==> config.mk <==
export PLATFORM = sky130hd
export DESIGN_NAME = mem_player
export DESIGN_NICKNAME = d
export VERILOG_FILES = /design/src/rtl/mem_player.sv
export SDC_FILE = /design/constraint.sdc
export NUM_CORES = 1
export LEC_CHECK = 0
export BUFFER_PORTS_ARGS = -buffer_cell sky130_fd_sc_hd__buf_2
export CAP_MARGIN = 10
export CORE_ASPECT_RATIO = 1.5
export CORE_MARGIN = 8
export CORE_UTILIZATION = 56
export CTS_CLUSTER_DIAMETER = 30
export CTS_CLUSTER_SIZE = 14
export DETAILED_ROUTE_END_ITERATION = 10
export PLACE_DENSITY = 0.82
export SLEW_MARGIN = 20
export SYNTH_ARGS = -nofsm -noshare
export SYNTH_HDL_FRONTEND = slang
export SYNTH_SLANG_ARGS = --single-unit
==> constraint.sdc <==
create_clock -name CLK -period 2.4 [get_ports CLK]
set_input_delay 0.24 -clock CLK [delete_from_list [all_inputs] [get_ports CLK]]
set_output_delay 0.24 -clock CLK [all_outputs]
set_load 0.02 [all_outputs]
==> src/rtl/mem_player.sv <==
`default_nettype none
// ============================================================================
// Module   : mem_player
// Purpose  : Plays a range of RAM words out as a held sample stream. It holds
//            each sample for period+3 cycles and supports single-shot, loop
//            and optional ping-pong playback over a range that may wrap.
// Options  : define MEM_PLAYER_PINGPONG_EN to build the ping-pong direction
//            logic; without it the pingpong input is ignored.
// Revision : 1.0 - initial release
// ============================================================================
module mem_player #(
  parameter  int WIDTH = 8,
  parameter  int DEPTH = 1152,
  parameter  int PBITS = 24,
  localparam int ABITS = $clog2(DEPTH)
) (
  input  logic             CLK,
  input  logic             reset,
  input  logic             start,
  input  logic             stop,
  input  logic [ABITS-1:0] first_addr,
  input  logic [ABITS-1:0] last_addr,
  input  logic [PBITS-1:0] period,
  input  logic             loop,
  input  logic             pingpong,
  output logic [ABITS-1:0] raddr,
  input  logic [WIDTH-1:0] rdata,
  output logic [WIDTH-1:0] dout,
  output logic             dout_valid,
  output logic             busy,
  output logic             done
);

  localparam logic [ABITS-1:0] C_TOP = ABITS'(DEPTH - 1);

  typedef enum logic [1:0] {
    S_IDLE  = 2'd0,
    S_READ  = 2'd1,
    S_LATCH = 2'd2,
    S_HOLD  = 2'd3
  } state_t;

  state_t           r_state, nxt_state;
  logic [ABITS-1:0] r_index, nxt_index;
  logic [PBITS-1:0] r_hold_cnt, nxt_hold_cnt;
  logic [WIDTH-1:0] r_dout, nxt_dout;
  logic             r_dout_valid, nxt_dout_valid;
  logic             r_done, nxt_done;

  // Playback settings captured at start so later input changes are harmless.
  logic [ABITS-1:0] r_first, nxt_first;
  logic [ABITS-1:0] r_last, nxt_last;
  logic [PBITS-1:0] r_period, nxt_period;
  logic             r_loop, nxt_loop;

  logic [ABITS-1:0] w_index_inc;
  logic [ABITS-1:0] w_index_step;
  logic [ABITS-1:0] w_range_end;

`ifdef MEM_PLAYER_PINGPONG_EN
  logic             r_pingpong, nxt_pingpong;
  logic             r_dir_up, nxt_dir_up;
  logic [ABITS-1:0] w_index_dec;
  logic [ABITS-1:0] w_turn_index;
  logic             w_turn;

  // Direction-aware neighbours; a bounce is skipped for single-address ranges
  // and for the final down leg of a non-looping run.
  always_comb begin
    w_index_inc  = (r_index == C_TOP) ? '0 : r_index + 1'b1;
    w_index_dec  = (r_index == '0) ? C_TOP : r_index - 1'b1;
    w_range_end  = r_dir_up ? r_last : r_first;
    w_index_step = r_dir_up ? w_index_inc : w_index_dec;
    w_turn_index = r_dir_up ? w_index_dec : w_index_inc;
    w_turn       = r_pingpong && (r_first != r_last) && (r_dir_up || r_loop);
  end
`else
  logic w_unused_pingpong;
  assign w_unused_pingpong = pingpong;

  // Upward-only stepping with wrap from the top word back to address 0.
  always_comb begin
    w_index_inc  = (r_index == C_TOP) ? '0 : r_index + 1'b1;
    w_index_step = w_index_inc;
    w_range_end  = r_last;
  end
`endif

  // Next-state and datapath decode; stop overrides everything else.
  always_comb begin
    nxt_state      = r_state;
    nxt_index      = r_index;
    nxt_hold_cnt   = r_hold_cnt;
    nxt_dout       = r_dout;
    nxt_dout_valid = 1'b0;
    nxt_done       = 1'b0;
    nxt_first      = r_first;
    nxt_last       = r_last;
    nxt_period     = r_period;
    nxt_loop       = r_loop;
`ifdef MEM_PLAYER_PINGPONG_EN
    nxt_pingpong   = r_pingpong;
    nxt_dir_up     = r_dir_up;
`endif
    if (stop) begin
      nxt_state = S_IDLE;
    end else begin
      case (r_state)
        S_IDLE: begin
          if (start) begin
            nxt_first  = first_addr;
            nxt_last   = last_addr;
            nxt_period = period;
            nxt_loop   = loop;
            nxt_index  = first_addr;
`ifdef MEM_PLAYER_PINGPONG_EN
            nxt_pingpong = pingpong;
            nxt_dir_up   = 1'b1;
`endif
            nxt_state  = S_READ;
          end
        end
        S_READ: begin
          // RAM read latency cycle.
          nxt_state = S_LATCH;
        end
        S_LATCH: begin
          nxt_dout       = rdata;
          nxt_dout_valid = 1'b1;
          nxt_hold_cnt   = '0;
          nxt_state      = S_HOLD;
        end
        S_HOLD: begin
          nxt_hold_cnt = r_hold_cnt + 1'b1;
          if (r_hold_cnt == r_period) begin
            nxt_state = S_READ;
            if (r_index != w_range_end) begin
              nxt_index = w_index_step;
            end
`ifdef MEM_PLAYER_PINGPONG_EN
            else if (w_turn) begin
              nxt_index  = w_turn_index;
              nxt_dir_up = ~r_dir_up;
            end
`endif
            else if (r_loop) begin
              nxt_index = r_first;
            end else begin
              nxt_state = S_IDLE;
              nxt_done  = 1'b1;
            end
          end
        end
        default: nxt_state = S_IDLE;
      endcase
    end
  end

  // State and datapath registers with synchronous reset.
  always_ff @(posedge CLK) begin
    if (reset) begin
      r_state      <= S_IDLE;
      r_index      <= '0;
      r_hold_cnt   <= '0;
      r_dout       <= '0;
      r_dout_valid <= 1'b0;
      r_done       <= 1'b0;
      r_first      <= '0;
      r_last       <= '0;
      r_period     <= '0;
      r_loop       <= 1'b0;
`ifdef MEM_PLAYER_PINGPONG_EN
      r_pingpong   <= 1'b0;
      r_dir_up     <= 1'b1;
`endif
    end else begin
      r_state      <= nxt_state;
      r_index      <= nxt_index;
      r_hold_cnt   <= nxt_hold_cnt;
      r_dout       <= nxt_dout;
      r_dout_valid <= nxt_dout_valid;
      r_done       <= nxt_done;
      r_first      <= nxt_first;
      r_last       <= nxt_last;
      r_period     <= nxt_period;
      r_loop       <= nxt_loop;
`ifdef MEM_PLAYER_PINGPONG_EN
      r_pingpong   <= nxt_pingpong;
      r_dir_up     <= nxt_dir_up;
`endif
    end
  end

  assign raddr      = r_index;
  assign dout       = r_dout;
  assign dout_valid = r_dout_valid;
  assign done       = r_done;
  assign busy       = (r_state != S_IDLE);

endmodule
`default_nettype wire

# ---- Word-level counts from Yosys, hierarchy flattened
# Index checks and enable logic that the tools add are counted.
dict set report classes {
  n_addsub 2
  n_eq_ne 9
  mux 14
  n_bitwise 3
  n_reduce_logical 11
}
# op count
set ops {}
lappend ops {{2-to-1 mux 11 bit} 5}
lappend ops {{one-hot mux 24 bit (2 select lines)} 1}
lappend ops {{adder 24 x 1 -> 24 bit, second input constant} 1}
lappend ops {{equality test 24 bit} 1}
lappend ops {{one-hot mux 11 bit (2 select lines)} 1}
lappend ops {{adder 11 x 1 -> 11 bit, second input constant} 1}
lappend ops {{equality test 11 bit, second input constant} 1}
lappend ops {{!= test 11 bit} 1}
lappend ops {{one-hot mux 2 bit (4 select lines)} 1}
lappend ops {{AND reduction 2 bit} 3}
lappend ops {{nonzero test 2 bit} 3}
lappend ops {{AND reduction 5 bit} 1}
lappend ops {{OR reduction 5 bit} 1}
lappend ops {{equality test 2 bit, second input constant} 2}
lappend ops {{2-to-1 mux 1 bit} 4}
lappend ops {{2-to-1 mux 2 bit} 2}
lappend ops {{!= test 2 bit, second input constant} 2}
lappend ops {{!= test 3 bit, second input constant} 1}
lappend ops {{inverter 1 bit} 3}
lappend ops {{AND reduction 3 bit} 1}
lappend ops {{equality test 2 x 1 -> 1 bit, second input constant} 1}
lappend ops {{zero test 2 bit} 1}
lappend ops {{OR reduction 2 bit} 1}
dict set report word_totals {
  regBits 94
}

# ---- Depth between registers and ports, before layout
# Gate-level depths: netlist (run 1).
dict set report logic_depth {
  ltp_word 5
  ltp_mapped 9
}

# ---- Least setup slack after synthesis (run 1)
# OpenSTA, ideal clock, no wires.
dict set report synth_path {
  kind {register to register}
  from {register r_index[2], in the netlist raddr[2]}
  to {register r_index[0], in the netlist raddr[0]}
  setup_time_ps 116
  t_arrival_ps 1942
  setup_slack_ps 342
  stages_incl_launch_ff 9
  path_buffers 2
  synth_period_minus_slack_ps 2058
  cell_sequence {dfxtp_1 -> clkbuf_1 -> xnor2_1 -> nand4_1 -> nor3_4 -> buf_4 -> mux2i_1 -> a2111oi_2 -> a31o_2}
}
dict set report synth_between {
  elab_chain_len 5
  elab_cells_between_ends 8
}
# item line_no
set synth_rtl {}
lappend synth_rtl {{from (decl)} 44} ;# logic [ABITS-1:0] r_index, nxt_index;
lappend synth_rtl {{from (signal assigned)} 178} ;# r_index <= nxt_index;
lappend synth_rtl {{equality test 11 bit} 83} ;# w_index_inc = (r_index == C_TOP) ? '0 : r_index + 1'b1;
lappend synth_rtl {{2-to-1 mux 11 bit} 83}
lappend synth_rtl {{2-to-1 mux 11 bit} 137} ;# if (r_index != w_range_end) begin
lappend synth_rtl {{2-to-1 mux 11 bit} 135} ;# if (r_hold_cnt == r_period) begin
lappend synth_rtl {{one-hot mux 11 bit (2 select lines)} 108} ;# case (r_state)
# Parallel ways exist; a longest one is shown, timed or not. The select of a mux whose other input is x is not followed.
# A chain may end at the register's enable or synchronous reset.

# ---- Worst setup path after layout (run 1)
dict set report layout_path {
  from {register r_hold_cnt[0]}
  to {register r_index[1], in the netlist raddr[1]}
}
dict set report layout_between {
  elab_chain_len 3
}
# item line_no
set layout_rtl {}
lappend layout_rtl {{from (decl)} 45} ;# logic [PBITS-1:0] r_hold_cnt, nxt_hold_cnt;
lappend layout_rtl {{from (signal assigned)} 179} ;# r_hold_cnt <= nxt_hold_cnt;
lappend layout_rtl {{equality test 24 bit} 135}
lappend layout_rtl {{!= test 2 bit (no source line)} n/a}
lappend layout_rtl {{AND reduction 5 bit (no source line)} n/a}
# Every way passes these cells.

==> results.sh, run 1 <==
export IMPL_dp_hpwl_um=8374
export IMPL_diodes=0
export IMPL_synthAdderAreaFrac=0.01399
export IMPL_p_sw_frac=0.2483
export IMPL_crit_slowest_cell="or4_4"
export IMPL_cts_setup_buffers=0
export IMPL_yosysWarnings=0
export IMPL_p_int_mw=2.787
export IMPL_synth_top_cell_area_share=0.4209
export IMPL_synthArstFlopShare=0
export IMPL_antenna_found_initial=0
export IMPL_cts_buffer_depth=2
export IMPL_fmax_mhz=449.1
export IMPL_io_pins=82
export IMPL_cp_max_fo=8
export IMPL_cts_root_buf="clkbuf_16"
export IMPL_netlist_instances=554
export IMPL_grt_max_degree=68
export IMPL_die_w_um=88.95
export IMPL_endpoint_kind="register"
export IMPL_dr_pass1_iters=4
export IMPL_synth_compound_area_share=0.1606
export IMPL_post_route_period_util=0.9277
export IMPL_reg2reg_setup_slack_ps=170
export IMPL_area_delta_synth_final_pct=19.70
export IMPL_start_util=0.5689
export IMPL_switchingPower_mw=0.9205
export IMPL_min_path_type="in -> reg"
export IMPL_core_area_um2=7858
export IMPL_synth_nets=619
export IMPL_synthMuxAreaShare=0.006717
export IMPL_ys_types=52
export IMPL_crit_chain="xnor2_1 -> nand4_1 -> or4_4 -> a22oi_4 -> nand2_4 -> o41ai_2"
export IMPL_power_density_nw_per_um2=692.8
export IMPL_combPwrFrac=0.127
export IMPL_seq_area_um2=1882
export IMPL_via_count=4155
export IMPL_total_leakage_power_nw=2.042
export IMPL_nFillCells=665
export IMPL_grt_ovfl_total=0
export IMPL_synthXorXnorAreaFrac=0.1175
export IMPL_place_area_um2=5011
export IMPL_synth_seq_cells=94
export IMPL_startpoint="r_hold_cnt[0]"
export IMPL_ctsResizeCount=0
export IMPL_finalSetupTns_ps=0
export IMPL_start_kind="register"
export IMPL_min_from="period[13]"
export IMPL_finClkSkew_ps=7.888
export IMPL_ys_seq_area_frac=0.4209
export IMPL_crit_family="simple AND/OR/NAND/NOR gates"
export IMPL_cts_sinks=94
export IMPL_grtUsageTotal=0.2145
export IMPL_grt_pass1_wl_um=18810
export IMPL_htreeDepth=3
export IMPL_drc=0
export IMPL_die_y_um=125.4
export IMPL_drv_cap=0
export IMPL_routedWlPerCell_um=15.62
export IMPL_multi_input_area_um2=2434
export IMPL_ir_worst_vdd_v=0.0005475
export IMPL_yosysTopAreaCell="dfxtp_1"
export IMPL_ys_flop_type="dfxtp_1"
export IMPL_worstPathBufferInverterCount=0
export IMPL_status="finished clean"
export IMPL_avgViaCountPerCell=5.615
export IMPL_yosys_area_share_simple=0.2441
export IMPL_grt_pass1_vias=4163
export IMPL_worst_ep_required_time_ps=2640
export IMPL_maxSlewViolCount=0
export IMPL_io_buffers=80
export IMPL_syn_area_per_cell_um2=8.070
export IMPL_finalHoldViolCount=0
export IMPL_drive_gt1_frac=0.2047
export IMPL_cts_tree="done"
export IMPL_rsz0062_at_grt="false"
export IMPL_cp_arrival_ps=2470
export IMPL_synth_area_leaders="dfxtp_1 42%, nand2_1 11%, xnor2_1 9.0%"
export IMPL_dieArea_um2=11160
export IMPL_numCtsBuffers=9
export IMPL_pwr_share_clk=0.420
export IMPL_rows=40
export IMPL_worst_slew_pin_slew_ps=714.3
export IMPL_r2r_start="r_hold_cnt[0]"
export IMPL_clk_pin_slew_worst_paths_ps=70
export IMPL_netlist_area_um2=4471
export IMPL_max_stage_delay_ps=540
export IMPL_nets=695
export IMPL_setup_viol=0
export IMPL_period_minus_slack_ps=2227
export IMPL_synth_edf_count=0
export IMPL_synth_top_family_by_area="simple AND/OR/NAND/NOR gates"
export IMPL_antenna_left=0
export IMPL_maxSlewHeadroom=0.5238
export IMPL_final_area_um2=5351
export IMPL_cts_hold_buf=0
export IMPL_insertion_delay_ps=340
export IMPL_gp_congestion=0.8733
export IMPL_synth_most_common_cell="nand2_1"
export IMPL_drtIter0Drc=238
export IMPL_p_seq_frac=0.453
export IMPL_drt_wl_total_um=11560
export IMPL_crit_type="reg -> reg"
export IMPL_synth_commonest_cells="129 x nand2_1, 94 x dfxtp_1, 70 x a21oi_1"
-- power groups by stage --
stage	registers [mW]	clock network [mW]	logic [mW]
2_1_floorplan	1.72	0	0.303
3_3_place_gp	1.71	0	0.461
3_5_place_dp	1.72	0	0.470
4_1_cts	1.68	1.58	0.474
5_1_grt	1.69	1.66	0.520
6_report	1.68	1.56	0.470
-- final timing paths --
| check | end | cells after the start |
|---|---|---|
| max | raddr[1] | 6 |
| min | r_period[13] | 3 |
| max reg2reg | raddr[1] | 6 |
| min reg2reg | dout[4] | 2 |
-- registers in the layout (all words and copies together) (netlist names) --
register and flops:
r_hold_cnt 24, r_period 24, r_first 11, r_last 11, raddr 11, dout 8, r_state 2, done 1
dout_valid 1, r_loop 1
-- layout make-up --
class | instances | share of cell area
repair buffers | 96 | 0.09960
clock buffers | 11 | 0.04723
inverters | 10 | 0.007014
well taps | 105 | 0.02455
multi-input cells | 419 | 0.4548
flip-flops and latches | 94 | 0.3516
clock inverters | 5 | 0.01520
-- logic make-up (layout without fill, tap and decap cells) --
family | after synthesis | in the layout
XOR/XNOR | 60 | 60
adder cells (fa/ha/maj) | 5 | 5
AO/OA/AOI/OAI | 114 | 114
multiplexers | 3 | 3
AND/OR/NAND/NOR | 237 | 237
flip-flops | 94 | 94
buffers and inverters | 41 | 122
-- per-stage QoR --
| step | total power, mW | worst slack (ps) | utilization | cells | hold slack (ps) |
|---|---|---|---|---|---|
| 5_1_grt | 3.864 | 14.56 | 0.6811 | 740 | 125.2 |
| 3_5_place_dp | 2.185 | 183.2 | 0.6377 | 724 | 446.2 |
| 6_report | 3.707 | 173.5 | 0.6811 | 740 | 130.4 |
| 4_1_cts | 3.734 | 137.4 | 0.6803 | 740 | 123.7 |
| 3_3_place_gp | 2.174 | 200.5 | 0.6377 | 724 | 439.7 |
| 2_1_floorplan | 2.021 | 341.6 | - | 554 | 319.3 |
-- metal layers --
layer,vias up,track usage,part of all wire
li1,2054,-,-
met1,1926,0.2133,0.36
met2,132,0.3848,0.53
met3,43,0.03869,0.060
met4,0,0.1407,0.048
met5,-,0,0
-- cells in the final DEF, fill, tap and decap left out, types with 8 or more instances in the layout --
cell type	synthesis	routed
a21oi_1	70	70
buf_2	3	80
buf_4	1	15
clkbuf_16	0	9
dfxtp_1	94	94
inv_1	9	9
nand2_1	129	129
nand3_1	21	21
nand4_1	12	12
nor2_1	34	34
nor3_1	8	8
o21ai_0	14	13
xnor2_1	46	46
xor2_1	14	14
-- worst register-to-register path, stage by stage, from the launching register on --
cell and delay, ps:
dfxtp_1 360, xnor2_1 280, nand4_1 160, or4_4 540
a22oi_4 340, nand2_4 140, o41ai_2 320
Power figures use the tool's default switching activity.
==> run 2, diff against run 1 <==
- CORE_UTILIZATION: 56 -> 50
- PLACE_DENSITY: 0.82 -> 0.78
- clock period: 2.4 -> 1.8 ns (I/O delays scaled with it)
==> results.sh, run 2 (same netlist as run 1, synthesis figures left out) <==
export IMPL_status="finished with violations"
export IMPL_violations="negative setup slack"
export IMPL_maxSlewViolCount=0
export IMPL_met2_length_um=7401
export IMPL_cts_root_buf="clkbuf_16"
export IMPL_grt_max_degree=42
export IMPL_finalPower_mw=4.903
export IMPL_post_route_period_util=1.151
export IMPL_drive_gt1_frac=0.3638
export IMPL_dp_hpwl_um=9806
export IMPL_dieArea_um2=12290
export IMPL_dr_pass1_iters=5
export IMPL_rows=42
export IMPL_crit_family="simple AND/OR/NAND/NOR gates"
export IMPL_fmax_mhz=482.9
export IMPL_final_core_util=0.7000
export IMPL_htreeDepth=3
export IMPL_worst_ep_required_time_ps=2010
export IMPL_final_cell_mix="129 x nand2_1, 80 x buf_2, 75 x buf_4"
export IMPL_die_y_um=131.8
export IMPL_crit_slowest_cell="or4_4"
export IMPL_cts_tree="done"
export IMPL_grt_pass1_wl_um=21380
export IMPL_insertion_delay_ps=350
export IMPL_met1_length_um=4885
export IMPL_startpoint="r_period[8]"
export IMPL_route_met3_wl_um=682
export IMPL_clk_pin_slew_worst_paths_ps=60
export IMPL_endpoint_kind="register"
export IMPL_min_path_type="in -> reg"
export IMPL_r2r_start="r_period[8]"
export IMPL_finalHoldViolCount=0
export IMPL_setup_ws_ps=-270.9
export IMPL_grt_ovfl_total=0
export IMPL_cts_sinks=94
export IMPL_start_util=0.5094
export IMPL_cts_hold_buf=0
export IMPL_antenna_left=0
export IMPL_min_from="period[8]"
export IMPL_worst_slew_pin_slew_ps=476.0
export IMPL_gp_congestion=0.9148
export IMPL_routed_top_layer="met4"
export IMPL_cp_arrival_ps=2280
export IMPL_nets=761
export IMPL_setup_viol=14
export IMPL_antenna_found_initial=0
export IMPL_area_delta_synth_final_pct=37.42
export IMPL_largest_registers="r_hold_cnt (24), r_period (24)"
export IMPL_rsz0062_at_grt="true"
export IMPL_drtIter0Drc=262
export IMPL_grt_pass1_vias=4571
export IMPL_total_leakage_power_nw=2.429
export IMPL_diodes=0
export IMPL_drv_cap=0
export IMPL_io_pins=82
export IMPL_die_w_um=93.21
export IMPL_numCtsBuffers=9
export IMPL_via_count=4515
export IMPL_grtUsageTotal=0.2167
export IMPL_drt_wl_total_um=13600
export IMPL_cts_buffer_depth=2
export IMPL_worstPathBufferInverterCount=2
export IMPL_crit_chain="xnor2_2 -> nand4_1 -> buf_4 -> or4_4 -> a22oi_4 -> buf_6 -> o311a_2 -> a211oi_1"
export IMPL_finClkSkew_ps=10.21
export IMPL_cp_max_fo=4
export IMPL_drc=0
export IMPL_power_density_nw_per_um2=798.1
export IMPL_start_kind="register"
export IMPL_maxSlewHeadroom=0.6826
export IMPL_ir_worst_vdd_v=0.0006322
export IMPL_final_common_cell="nand2_1"
export IMPL_max_stage_delay_ps=450
export IMPL_routedWlPerCell_um=16.77
export IMPL_avgViaCountPerCell=5.567
export IMPL_core_area_um2=8776
export IMPL_io_buffers=80
export IMPL_period_minus_slack_ps=2071
export IMPL_crit_type="reg -> reg"
run 2: stage by stage:
step	cell area (um2)	hold slack (ps)	instances	setup TNS, ps	setup slack (ps)
floorplan	4551	259.3	554	-500.5	-74.76
global placement	5534	419.3	788	-2208	-198.3
detailed placement	5534	428.0	788	-2856	-264.2
CTS	5962	65.33	808	-2148	-202.1
global route	6143	63.82	811	-4097	-369.0
finish	6143	65.05	811	-3008	-270.9
run 2: timing repair:
action,CTS,global route
hold endpoints to repair,0,0
gates resized for setup,27,34
setup endpoints to repair,19,26
pin swaps,8,19
buffers inserted,4,6
run 2: worst min-delay path, delay by kind of cell:
family | cells | cell delay, ps
and+or+nand+nor | 1 | 40
AOI/OAI and AO/OA | 1 | 50
buffers and inverters | 1 | 90
run 2: worst paths after layout:
check | end | slack (ps) | cells after the start
max | raddr[2] | -270 | 8
min | r_period[8] | 70 | 3
max reg2reg | raddr[2] | -270 | 8
min reg2reg | dout[6] | 460 | 2
run 2: cell type report:
cell class                      count  area (um2)
Multi-Input combinational cell    419        2681
Clock buffer                       11       252.7
Tap cell                          110       137.6
Clock inverter                      5       33.78
Inverter                           10       40.04
Timing Repair Buffer              162        1069
Sequential cell                    94        1929
Fill cell                         632        2633
run 2: routing by layer:
layer  track usage  up-vias
met3       0.05758       38
met5             0        -
met1        0.2087     2123
li1              -     2181
met4        0.1296        0
met2        0.3946      173
run 2: report_power, final:
| group | internal, mW | switching, mW |
|---|---|---|
| Clock | 1.01 | 0.824 |
| Sequential | 2.16 | 0.0790 |
| Combinational | 0.384 | 0.443 |
| Total | 3.56 | 1.35 |
==> run 3, diff against run 2 <==
- CORE_UTILIZATION: 50 -> 56
- PLACE_DENSITY: 0.78 -> 0.82
- clock period: 1.8 -> 2.25 ns (I/O delays scaled with it)
==> results.sh, run 3 (same netlist as run 1, synthesis figures left out) <==
export IMPL_status="finished clean"
export IMPL_dr_pass1_iters=7
export IMPL_dieArea_um2=11160
export IMPL_io_buffers=80
export IMPL_final_common_cell="nand2_1"
export IMPL_min_from="period[13]"
export IMPL_worst_ep_required_time_ps=2450
export IMPL_die_w_um=88.95
export IMPL_setup_viol=0
export IMPL_fmax_mhz=475.3
export IMPL_setup_ws_ps=146.0
export IMPL_pre_cts_ws_ps=104.8
export IMPL_nets=708
export IMPL_cts_tree="done"
export IMPL_p_int_mw=2.851
export IMPL_drc=0
export IMPL_antenna_found_initial=0
export IMPL_rows=40
export IMPL_antenna_left=0
export IMPL_cts_buffer_depth=2
export IMPL_die_y_um=125.4
export IMPL_drive_gt1_frac=0.2238
export IMPL_final_area_um2=5439
export IMPL_total_leakage_power_nw=2.084
export IMPL_maxSlewHeadroom=0.5037
export IMPL_gp_congestion=0.9315
export IMPL_cp_max_fo=7
export IMPL_grt_pass1_vias=4263
export IMPL_grtUsageTotal=0.2210
export IMPL_place_area_um2=5121
export IMPL_cts_root_buf="clkbuf_16"
export IMPL_ir_worst_vdd_v=0.0005795
export IMPL_stdcell_count=753
export IMPL_drtIter0Drc=205
export IMPL_grt_pass1_wl_um=19340
export IMPL_finalHoldViolCount=0
export IMPL_combPwrFrac=0.141
export IMPL_htreeDepth=3
export IMPL_min_to="r_period[13]"
export IMPL_min_path_type="in -> reg"
export IMPL_r2r_end="raddr[1]"
export IMPL_cp_arrival_ps=2300
export IMPL_grt_ovfl_total=0
export IMPL_dp_hpwl_um=8994
export IMPL_maxSlewViolCount=0
export IMPL_drt_wl_total_um=12310
export IMPL_via_count=4275
export IMPL_worst_slew_pin_slew_ps=744.4
export IMPL_endpoint_kind="register"
export IMPL_period_minus_slack_ps=2104
export IMPL_post_route_period_util=0.9351
export IMPL_power_density_nw_per_um2=708.4
export IMPL_start_util=0.5689
export IMPL_final_cell_mix="128 x nand2_1, 93 x dfxtp_1, 80 x buf_2"
export IMPL_io_pins=82
export IMPL_switchingPower_mw=1.002
export IMPL_core_area_um2=7858
export IMPL_avgViaCountPerCell=5.677
export IMPL_routedWlPerCell_um=16.35
export IMPL_area_delta_synth_final_pct=21.66
export IMPL_largest_registers="r_hold_cnt (24), r_period (24)"
export IMPL_clk_pin_slew_worst_paths_ps=60
export IMPL_p_sw_frac=0.2600
export IMPL_dp_cells=737
export IMPL_numCtsBuffers=9
export IMPL_grt_max_degree=70
export IMPL_finalSetupTns_ps=0
export IMPL_drv_cap=0
export IMPL_min_path_cells=3
export IMPL_rsz0062_at_grt="false"
export IMPL_reg2reg_setup_slack_ps=150
export IMPL_pwr_share_clk=0.394
export IMPL_r2r_start="r_hold_cnt[20]"
export IMPL_crit_type="reg -> reg"
export IMPL_cts_sinks=94
export IMPL_finClkSkew_ps=6.530
export IMPL_diodes=0
export IMPL_start_kind="register"
export IMPL_r2r_cells=6
export IMPL_insertion_delay_ps=350
export IMPL_p_seq_frac=0.465
[run 3: final cells by class]
type / instances / area (um2)
clock buffers: 13 / 250.2
clock inverters: 3 / 43.79
fillers: 673 / 2419
inverters: 10 / 37.54
multi-input cells: 419 / 2450
flip-flops and latches: 94 / 1883
well taps: 105 / 131.4
repair buffers: 109 / 643.1
[run 3: per-stage QoR]
step,total power [mW],util,hold WS [ps]
finish,3.853,0.6922,111.4
floorplan,2.156,-,304.3
global placement,2.340,0.6518,439.9
CTS,3.856,0.6892,103.5
detailed placement,2.358,0.6518,447.4
global route,3.982,0.6922,114.3
[run 3: critical path, stage by stage (launching register included)]
cell and delay (ps):
dfxtp_1 330, xnor2_2 210, nand4_1 160, or4_4 590
a22o_2 360, o211ai_1 210, o41ai_2 100
[run 3: timing repair]
action                                  4_1_cts  5_1_grt
endpoints found under the setup margin        0        5
hold endpoints to repair                      0        0
hold buffers                                  0        0
setup buffers                                 0        0
resized for setup                             0        6
[run 3: worst max path at each step]
stage | slack, ps | startpoint | endpoint
3_3_place_gp | 140 | r_hold_cnt[20] | raddr[8]
4_1_cts | 70 | r_hold_cnt[20] | raddr[10]
6_report | 150 | r_hold_cnt[20] | raddr[1]
3_5_place_dp | 100 | r_hold_cnt[20] | raddr[2]
2_1_floorplan | 190 | raddr[2] | raddr[0]
5_1_grt | 8 | r_hold_cnt[3] | raddr[2]
[run 3: layer usage]
metal / share of wire / routed length (um) / vias up / GRT usage
met2: 0.55 / 6799 / 133 / 0.4005
met5: 0 / 0 / - / 0
li1: - / - / 2080 / -
met1: 0.36 / 4383 / 2025 / 0.2154
met4: 0.042 / 522 / 0 / 0.1526
met3: 0.049 / 607 / 37 / 0.03607
[run 3: power by group through the flow]
stage / Clock [mW] / Combinational (mW) / Sequential (mW)
6_report: 1.52 / 0.544 / 1.79
2_1_floorplan: 0 / 0.323 / 1.83
4_1_cts: 1.53 / 0.538 / 1.79
3_3_place_gp: 0 / 0.518 / 1.82
5_1_grt: 1.59 / 0.590 / 1.80
3_5_place_dp: 0 / 0.532 / 1.83
